`src/rtl/yolo_ctrl_pkg.sv`:
```
// Shared types for the YOLO layer sequencer: FSM states, stage codes,
// layer-config bit positions and the default watchdog limit.
package yolo_ctrl_pkg;

  localparam int unsigned DEFAULT_TIMEOUT_CYC = 4096;

  localparam int CFG_POOL = 0;
  localparam int CFG_ACT  = 1;
  localparam int CFG_FC   = 2;

  typedef enum logic [3:0] {
    ST_IDLE,
    ST_FETCH,
    ST_CONV,
    ST_POOL,
    ST_ACT,
    ST_FC,
    ST_DETECT,
    ST_FINISH,
    ST_ERR
  } state_e;

  typedef enum logic [2:0] {
    STG_FETCH  = 3'd0,
    STG_CONV   = 3'd1,
    STG_POOL   = 3'd2,
    STG_ACT    = 3'd3,
    STG_FC     = 3'd4,
    STG_DETECT = 3'd5
  } stage_e;

  function automatic stage_e stage_of(input state_e s);
    case (s)
      ST_CONV:   return STG_CONV;
      ST_POOL:   return STG_POOL;
      ST_ACT:    return STG_ACT;
      ST_FC:     return STG_FC;
      ST_DETECT: return STG_DETECT;
      default:   return STG_FETCH;
    endcase
  endfunction

  // True for the states that wait on a unit's done handshake.
  function automatic logic is_stage(input state_e s);
    return s inside {ST_FETCH, ST_CONV, ST_POOL, ST_ACT, ST_FC, ST_DETECT};
  endfunction

endpackage

```
`src/rtl/yolo_stage_watchdog.sv`:
```
// Per-stage hang detector: counts cycles spent waiting for a done and
// flags a timeout once the count reaches TIMEOUT_CYC-1.
module yolo_stage_watchdog
  import yolo_ctrl_pkg::*;
#(
  parameter int unsigned TIMEOUT_CYC = DEFAULT_TIMEOUT_CYC,
  parameter int unsigned TMO_W       = 12
) (
  input  logic clk,
  input  logic rst,
  input  logic clr,
  input  logic en,
  output logic timeout
);

  localparam logic [TMO_W-1:0] LIMIT = TMO_W'(TIMEOUT_CYC - 1);

  logic [TMO_W-1:0] cnt_q;

  // NOTE: sequential state uses non-blocking assignments so every flop
  // samples the pre-edge values regardless of process ordering.
  always_ff @(posedge clk or posedge rst) begin
    if (rst) begin
      cnt_q <= '0;
    end else if (clr) begin
      cnt_q <= '0;
    end else if (en && !timeout) begin
      cnt_q <= cnt_q + TMO_W'(1);
    end
  end

  assign timeout = en && (cnt_q == LIMIT);

endmodule

```
`src/rtl/yolo_layer_sequencer.sv`:
```
// Layer scheduler: walks a per-layer stage list with start/done handshakes,
// runs detection after the last layer and traps hung stages in ERR.
module yolo_layer_sequencer
  import yolo_ctrl_pkg::*;
#(
  parameter int unsigned MAX_LAYERS  = 8,
  parameter int unsigned LAYER_W     = 3,
  parameter int unsigned TIMEOUT_CYC = DEFAULT_TIMEOUT_CYC,
  parameter int unsigned TMO_W       = 12
) (
  input  logic               clk,
  input  logic               rst,
  input  logic               start,
  input  logic [LAYER_W:0]   num_layers,
  input  logic               cfg_we,
  input  logic [LAYER_W-1:0] cfg_addr,
  input  logic [2:0]         cfg_data,
  input  logic               err_clear,
  output logic               fetch_start,
  output logic               conv_start,
  output logic               pool_start,
  output logic               act_start,
  output logic               fc_start,
  output logic               detect_start,
  input  logic               fetch_done,
  input  logic               conv_done,
  input  logic               pool_done,
  input  logic               act_done,
  input  logic               fc_done,
  input  logic               detect_done,
  output logic [LAYER_W-1:0] layer_idx,
  output logic               busy,
  output logic               frame_done,
  output logic               error,
  output logic [2:0]         err_stage
);

  localparam logic [LAYER_W:0] MAX_N = (LAYER_W + 1)'(MAX_LAYERS);

  state_e             state_q, state_d;
  logic [LAYER_W-1:0] layer_q, layer_d;
  logic [LAYER_W:0]   count_q, count_d;
  logic [2:0]         err_stage_q, err_stage_d;
  logic               frame_done_q, frame_done_d;
  logic [5:0]         pulse_q, pulse_d;
  logic [2:0]         cfg_q [MAX_LAYERS];

  logic               enter, advance, waiting, tmo, cur_done;
  logic [7:0]         done_v;
  logic [2:0]         cur_cfg;
  logic [LAYER_W:0]   clamp_n, next_idx;
  stage_e             cur_stage;

  assign done_v    = {2'b00, detect_done, fc_done, act_done, pool_done, conv_done, fetch_done};
  assign cur_stage = stage_of(state_q);
  assign waiting   = is_stage(state_q);
  // The cycle carrying the start pulse never accepts a done.
  assign cur_done  = waiting && !(|pulse_q) && done_v[cur_stage];
  assign cur_cfg   = cfg_q[layer_q];
  assign clamp_n   = (num_layers > MAX_N) ? MAX_N : num_layers;
  assign next_idx  = {1'b0, layer_q} + (LAYER_W + 1)'(1);

  // NOTE: the config table is reset explicitly because a cleared table
  // (conv-only layers) is the defined power-on configuration.
  always_ff @(posedge clk or posedge rst) begin
    if (rst) begin
      for (int i = 0; i < int'(MAX_LAYERS); i++) cfg_q[i] <= '0;
    end else if (cfg_we && (state_q == ST_IDLE || state_q == ST_ERR)) begin
      cfg_q[cfg_addr] <= cfg_data;
    end
  end

  // NOTE: every combinational output gets a default first so no path
  // through the case can infer a latch.
  always_comb begin
    state_d      = state_q;
    layer_d      = layer_q;
    count_d      = count_q;
    err_stage_d  = err_stage_q;
    frame_done_d = 1'b0;
    enter        = 1'b0;
    advance      = 1'b0;

    unique case (state_q)
      ST_IDLE: begin
        if (start) begin
          count_d = clamp_n;
          layer_d = '0;
          enter   = 1'b1;
          state_d = (clamp_n == '0) ? ST_DETECT : ST_FETCH;
        end
      end
      ST_FETCH: begin
        if (cur_done) begin
          enter   = 1'b1;
          state_d = cur_cfg[CFG_FC] ? ST_FC : ST_CONV;
        end
      end
      ST_CONV: begin
        if (cur_done) begin
          if (cur_cfg[CFG_POOL]) begin
            enter   = 1'b1;
            state_d = ST_POOL;
          end else if (cur_cfg[CFG_ACT]) begin
            enter   = 1'b1;
            state_d = ST_ACT;
          end else begin
            advance = 1'b1;
          end
        end
      end
      ST_POOL, ST_FC: begin
        if (cur_done) begin
          if (cur_cfg[CFG_ACT]) begin
            enter   = 1'b1;
            state_d = ST_ACT;
          end else begin
            advance = 1'b1;
          end
        end
      end
      ST_ACT: begin
        if (cur_done) advance = 1'b1;
      end
      ST_DETECT: begin
        if (cur_done) begin
          state_d      = ST_FINISH;
          frame_done_d = 1'b1;
        end
      end
      ST_FINISH: state_d = ST_IDLE;
      ST_ERR: begin
        if (err_clear) state_d = ST_IDLE;
      end
      default: state_d = ST_IDLE;
    endcase

    if (advance) begin
      enter = 1'b1;
      if (next_idx == count_q) begin
        state_d = ST_DETECT;
      end else begin
        state_d = ST_FETCH;
        layer_d = next_idx[LAYER_W-1:0];
      end
    end

    // A done landing in the timeout cycle keeps the stage alive.
    if (waiting && tmo && !cur_done) begin
      state_d     = ST_ERR;
      err_stage_d = cur_stage;
      enter       = 1'b0;
    end
  end

  assign pulse_d = enter ? (6'b000001 << stage_of(state_d)) : 6'b000000;

  always_ff @(posedge clk or posedge rst) begin
    if (rst) begin
      state_q      <= ST_IDLE;
      layer_q      <= '0;
      count_q      <= '0;
      err_stage_q  <= '0;
      frame_done_q <= 1'b0;
      pulse_q      <= '0;
    end else begin
      state_q      <= state_d;
      layer_q      <= layer_d;
      count_q      <= count_d;
      err_stage_q  <= err_stage_d;
      frame_done_q <= frame_done_d;
      pulse_q      <= pulse_d;
    end
  end

  yolo_stage_watchdog #(
    .TIMEOUT_CYC(TIMEOUT_CYC),
    .TMO_W      (TMO_W)
  ) u_watchdog (
    .clk    (clk),
    .rst    (rst),
    .clr    (enter || !waiting),
    .en     (waiting),
    .timeout(tmo)
  );

  assign fetch_start  = pulse_q[STG_FETCH];
  assign conv_start   = pulse_q[STG_CONV];
  assign pool_start   = pulse_q[STG_POOL];
  assign act_start    = pulse_q[STG_ACT];
  assign fc_start     = pulse_q[STG_FC];
  assign detect_start = pulse_q[STG_DETECT];
  assign layer_idx    = layer_q;
  assign busy         = !(state_q inside {ST_IDLE, ST_ERR});
  assign frame_done   = frame_done_q;
  assign error        = (state_q == ST_ERR);
  assign err_stage    = err_stage_q;

endmodule

```
`config.mk`:
```
export PLATFORM = sky130hd
export DESIGN_NAME = yolo_layer_sequencer
export DESIGN_NICKNAME = d
export VERILOG_FILES = /design/src/rtl/yolo_ctrl_pkg.sv /design/src/rtl/yolo_stage_watchdog.sv /design/src/rtl/yolo_layer_sequencer.sv
export SDC_FILE = /design/constraint.sdc
export NUM_CORES = 1
export LEC_CHECK = 0
export ABC_CLOCK_PERIOD_IN_PS = 4200
export BUFFER_PORTS_ARGS = -buffer_cell sky130_fd_sc_hd__buf_4
export CORE_MARGIN = 2
export CORE_UTILIZATION = 53
export DETAILED_ROUTE_END_ITERATION = 8
export PLACE_DENSITY = 0.76
export SLEW_MARGIN = 20
export SYNTH_ARGS = -nofsm -noshare
export SYNTH_HDL_FRONTEND = slang
export SYNTH_HIERARCHICAL = 1
export SYNTH_SLANG_ARGS = --single-unit
```
`constraint.sdc`:
```
create_clock -name clk -period 4.2 [get_ports clk]
set_input_delay 0.84 -clock clk [delete_from_list [all_inputs] [get_ports clk]]
set_output_delay 0.84 -clock clk [all_outputs]
set_load 0.005 [all_outputs]
```
### Word level (Yosys, flattened, before mapping)

Cells that the tools add are included.

* mux-type cells: 47
* equal/unequal tests: 14
* bitwise logic cells: 2
* shift operators: 1
* reductions and logical operators: 23
* add/subtract/negate cells: 2
* $lt $le $gt $ge: 5

Operators by type and width (count)
* $mux W4: 11
* $mux W3: 10
* $pmux W3 S5: 2
* $pmux W4 S7: 1
* $bwmux W24: 1
* $eq A4 B3 Y1 const B: 6
* $mux W12: 2
* $eq A4 B2 Y1 const B: 4
* $mux W1: 14
* $add A12 B1 Y12 const B: 1
* $eq A12 B12 Y1 const B: 1
* $bmux W3 S3: 1
* $demux W3 S3: 1
* $ge A4 B4 Y1 const B: 2
* $logic_and A1 B1 Y1: 8
* $logic_not A4 Y1: 2
* $not A3 Y4: 2
* $mux W6: 1
* $reduce_bool A6 Y1: 1
* $reduce_or A6 Y1: 1
* $shl A1 B3 Y6 const A: 1
* $logic_not A1 Y1: 5
* $add A3 B1 Y4 const B: 1
* $eq A4 B1 Y1 const B: 1
* 12 further kinds: 14

* output and inout port bits: 15
* flip-flop bits (word level): 57
* bits of input ports: 21
* word-level logic and storage cells: 109

### Longest topological paths before layout

* depth in word-level cells: 14
* gate-level depth with buffers: 8
* depth with buffers taken out: 7

### Modules after synthesis

The synthesis kept the hierarchy.

By module, submodules not included
* yolo_layer_sequencer: area an instance 2461.1 µm², times used 1, cells an instance 226, seq. area each 1126.1 µm²
* yolo_stage_watchdog: area an instance 715.7 µm², times used 1, cells an instance 74, seq. area each 300.3 µm²

### Worst setup path after synthesis

No wires, ideal clock.

* path type: reg2reg
* start: reg pulse_q[1]
* end: reg u_watchdog.cnt_q[3]
* cell stages (with the launch flop): 8
* setup slack: 1.632 ns
* path buffers: 1
* data required time: 4.064 ns
* arrival: 2.432 ns
* clock period less this slack: 2.568 ns
* library setup time: 0.136 ns
* cell sequence: dfrtp_1 > or4_4 > a2111oi_4 > nand4_4 > or2_1 > o211ai_1 > clkbuf_1 > nor3_1

* cells in the longest elaborated chain, start to end: 10
* elaborated cells between the ends (all ways): 18
* classes of those cells: 10 x mux; 8 x reduce/logical

Ends and longest elaborated chain
* start: declaration: RTL line yolo_layer_sequencer.sv:45 `logic [5:0] pulse_q, pulse_d;`
* start signal: assignment: RTL line yolo_layer_sequencer.sv:172 `pulse_q <= pulse_d;`
* $reduce_or A6 Y1 *: RTL line yolo_layer_sequencer.sv:58 `assign cur_done = waiting && !(|pulse_q) && done_v[cur_stage];`
* $logic_not A1 Y1 *: RTL line yolo_layer_sequencer.sv:58
* $logic_and A1 B1 Y1 * (2 in series): RTL line yolo_layer_sequencer.sv:58
* $mux W1, on equally long branches
* $pmux W1 S4 or $pmux W1 S3 (tied branches): RTL line yolo_layer_sequencer.sv:84 `unique case (state_q)`
* $mux W1: RTL line yolo_layer_sequencer.sv:138 `if (advance) begin`
* $mux W1 *: RTL line yolo_layer_sequencer.sv:149 `if (waiting && tmo && !cur_done) begin`
* $logic_or A1 B1 Y1 *: RTL line yolo_layer_sequencer.sv:182 `.clr (enter || !waiting),`
* $mux W12 or $reduce_bool A2 Y1 (tied branches)
* end signal: assignment: RTL line yolo_stage_watchdog.sv:28 `cnt_q <= cnt_q + TMO_W'(1);`
* end: declaration: RTL line yolo_stage_watchdog.sv:18 `logic [TMO_W-1:0] cnt_q;`

Every way passes the cells marked *; elsewhere a longest branch is shown, timed or not.
A chain may end at the register's enable or synchronous reset.

### Worst setup path after layout

* start: reg pulse_q[0]
* end: reg u_watchdog.cnt_q[6]

Same word-level chain as after synthesis.

==> summary.md <==
| Metric | Value |
|---|---|
| Vias post-DR | `2456` |
| Largest net degree at the start of global routing | `46` |
| Reg2Reg Depth | `7` |
| R2r startpoint | `pulse_q[0]$_DFF_PP0_` |
| Root Driver | `clkbuf_8` |
| Ys async rst share | `1.00` |
| CTS tree | `built` |
| Post-synth EDFFs | `0` |
| Clk sinks | `57` |
| Max-cap viol count | `0` |
| Status | `complete, no violations` |
| Primary FF master, synth | `dfrtp_1` |
| Global-route wire length before repair | `11000 um` |
| Fmax achieved | `329 MHz` |
| Crit path to | `u_watchdog/cnt_q[6]$_DFFE_PP0P_` |
| Final WL | `6730 um` |
| Hold Violations, Final | `0` |
| # resized after CTS | `0` |
| Clk pwr share | `0.245` |
| Port-buffer cells | `35` |
| CP peak stage delay | `0.75 ns` |
| Count leader, synth | `dfrtp_1` |
| Area leader, netlist | `dfrtp_1` |
| CP max stage cell | `o211ai_1` |
| Setup CP Type | `reg2reg` |
| Vias in the first global route | `2321` |
| # hold bufs at CTS | `0` |
| GP Congestion | `0.974` |
| Synth Register Bits | `57` |
| Layout Nets | `361` |
| Worst-path clk slew | `0.07 ns` |
| Reg power frac | `0.350` |
| Congestion Overflow GR | `0` |
| Leak | `1.66 nW` |
| Minimum clock period | `3.04 ns` |
| Fin. max-slew vios | `0` |
| Pwr Density | `682 mW/mm2` |
| Sw frac | `0.357` |
| First drt pass iteration count | `5` |
| Layout cells sized above 1 | `0.277` |
| Critical-path cell list | `or4_4 > a2111oi_4 > nand4_4 > or2_1 > o211ai_1 > o21bai_1 > a31oi_1` |
| Post-synth top cells | `dfrtp_1, nor2_1, nand2_1` |
| Slew HR | `0.391` |
| Final setup vio count | `0` |
| DR vias/cell | `5.88` |
| Syn Area/Cell | `10.6 um2` |
| Syn Nets | `323` |
| Skew-Pair Late Insertion Delay | `0.34 ns` |
| Critical path buffers and inverters | `0` |
| Die H | `81.4 um` |
| Syn Inst Count | `300` |
| Clk_skew | `0.00738 ns` |
| Fin util | `0.641` |
| Die Area | `0.00663 mm2` |
| Internal power | `1.65 mW` |
| Top-Level Pins | `36` |
| Core area | `0.00585 mm2` |
| Starting Density | `0.543` |
| Crit share post-route | `0.723` |
| Synth cell types | `58` |
| Synth warn | `6` |
| GRT Util Overall | `0.221` |
| Worst R2R Setup Slack | `1.16 ns` |
| Post-synthesis sequential area ratio | `0.449` |
| Clk buf depth | `2` |
| Wire per inst | `16.1 um` |
| Antenna cells | `0` |
| RSZ-0062 raised after global routing | `no` |
| Area delta synth->final | `18.1%` |
| HP Class | `reg2reg` |
| Maximum vdd drop | `435 uV` |
| Hpwl dp | `4740 um` |
| Psw | `0.913 mW` |
| Worst R2R End | `u_watchdog/cnt_q[6]$_DFFE_PP0P_` |
| Die W | `81.4 um` |
| Initial drt markers | `160` |
| WP depth | `7` |
| Area contributors post-synth | `dfrtp_1, mux2_2, nor2_1` |
| WP data required | `4.41 ns` |
| Critical Path AT | `3.25 ns` |
| Post-route setup TNS | `0 ns` |
| FP Rows | `28` |
| DRT antenna net count | `0` |
| Crit Path Max Fanout | `12` |
| Worst path top cell family by delay | `compound AO/OA/AOI/OAI gates` |
| Antenna violations before repair | `0` |
| Synthesized area | `0.00318 mm2` |
| Crit. Startpoint | `pulse_q[0]$_DFF_PP0_` |
| DRC Markers | `0` |
| Comb power frac | `0.405` |
| H-tree depth | `3` |
| Total CTS buffers | `9` |
| Crit path launch type | `flip-flop` |
| CP endpoint kind | `flip-flop` |
| Slew @ Worst Pin | `0.910 ns` |
| Post-CTS setup buffer count | `0` |
| Share of the synthesized area in the top cell type | `0.449` |
==> final cells by class <==
class,count,area (um2)
well taps,75,93.8
flip-flops and latches,57,1430
clock buffers,11,141
multi-input cells,221,1670
fillers,483,2100
inverters,12,45.0
clock inverters,5,103
repair buffers,37,278
==> power by group through the flow <==
stage | Combinational, mW | Sequential, mW | Clock (mW)
global placement | 1.00 | 0.892 | 0
global route | 1.13 | 0.924 | 0.666
detailed placement | 1.02 | 0.903 | 0
CTS | 1.03 | 0.893 | 0.644
finish | 1.04 | 0.896 | 0.628
floorplan | 0.837 | 0.826 | 0
==> per-stage QoR <==
step	setup WS [ns]	hold slack [ns]	total power [mW]	cell area [um2]	instances
after detailed placement	1.07	0.478	1.93	3510	402
final	1.16	0.490	2.56	3750	418
after global routing	0.961	0.513	2.72	3750	418
after CTS	1.12	0.493	2.57	3750	418
after floorplan	1.63	0.467	1.66	3180	300
after global placement	1.16	0.463	1.89	3510	402
==> cell families after synthesis <==
family,share of synthesized area
AND/OR/NAND/NOR,0.229
flip-flops,0.449
AO/OA/AOI/OAI,0.116
multiplexers,0.152
buffers and inverters,0.0268
XOR/XNOR,0.0193
adder cells (fa/ha/maj),0.00788
==> registers in the layout (all words and copies together) (netlist names) <==
signal and count:
cfg_q 24, err_stage 3, layer_idx 3, state_q 4, count_q 4, frame_done 1, u_watchdog/cnt_q 12, pulse_q 6
==> worst min path at each step <==
stage,cells after the start,end,slack (ns),start
after global routing,1,cfg_q[2]$_DFFE_PP0P_,0.51,cfg_q[2]$_DFFE_PP0P_
after global placement,2,err_stage[0]$_DFFE_PP0P_,0.46,err_stage[0]$_DFFE_PP0P_
after floorplan,2,err_stage[0]$_DFFE_PP0P_,0.47,err_stage[0]$_DFFE_PP0P_
after CTS,2,err_stage[0]$_DFFE_PP0P_,0.49,err_stage[0]$_DFFE_PP0P_
after detailed placement,2,err_stage[0]$_DFFE_PP0P_,0.48,err_stage[0]$_DFFE_PP0P_
final,2,err_stage[2]$_DFFE_PP0P_,0.49,err_stage[2]$_DFFE_PP0P_
==> per-layer routing <==
layer,vias to the layer above,global-route usage,share of wire
met3,16,0.0429,0.054
li1,1173,-,-
met2,86,0.368,0.49
met1,1181,0.281,0.44
met4,0,0.0949,0.018
met5,-,0,0
==> tightest hold or removal path, cell delays in order, from the launching register on <==
cell	delay [ns]
dfrtp_1	0.35
nand2_1	0.05
o21ai_0	0.06
==> placed cells by master (no fill, tap or decap), drive strengths merged, types with 7 or more instances in the layout <==
master and n:
nor2 28, nor3 12, nor2b 7, inv 11
mux2 26, nand3 11, clkbuf 11, mux2i 10
o21ai 14, nand2 27, dfrtp 57, buf 37
Power figures use the tool's default switching activity.
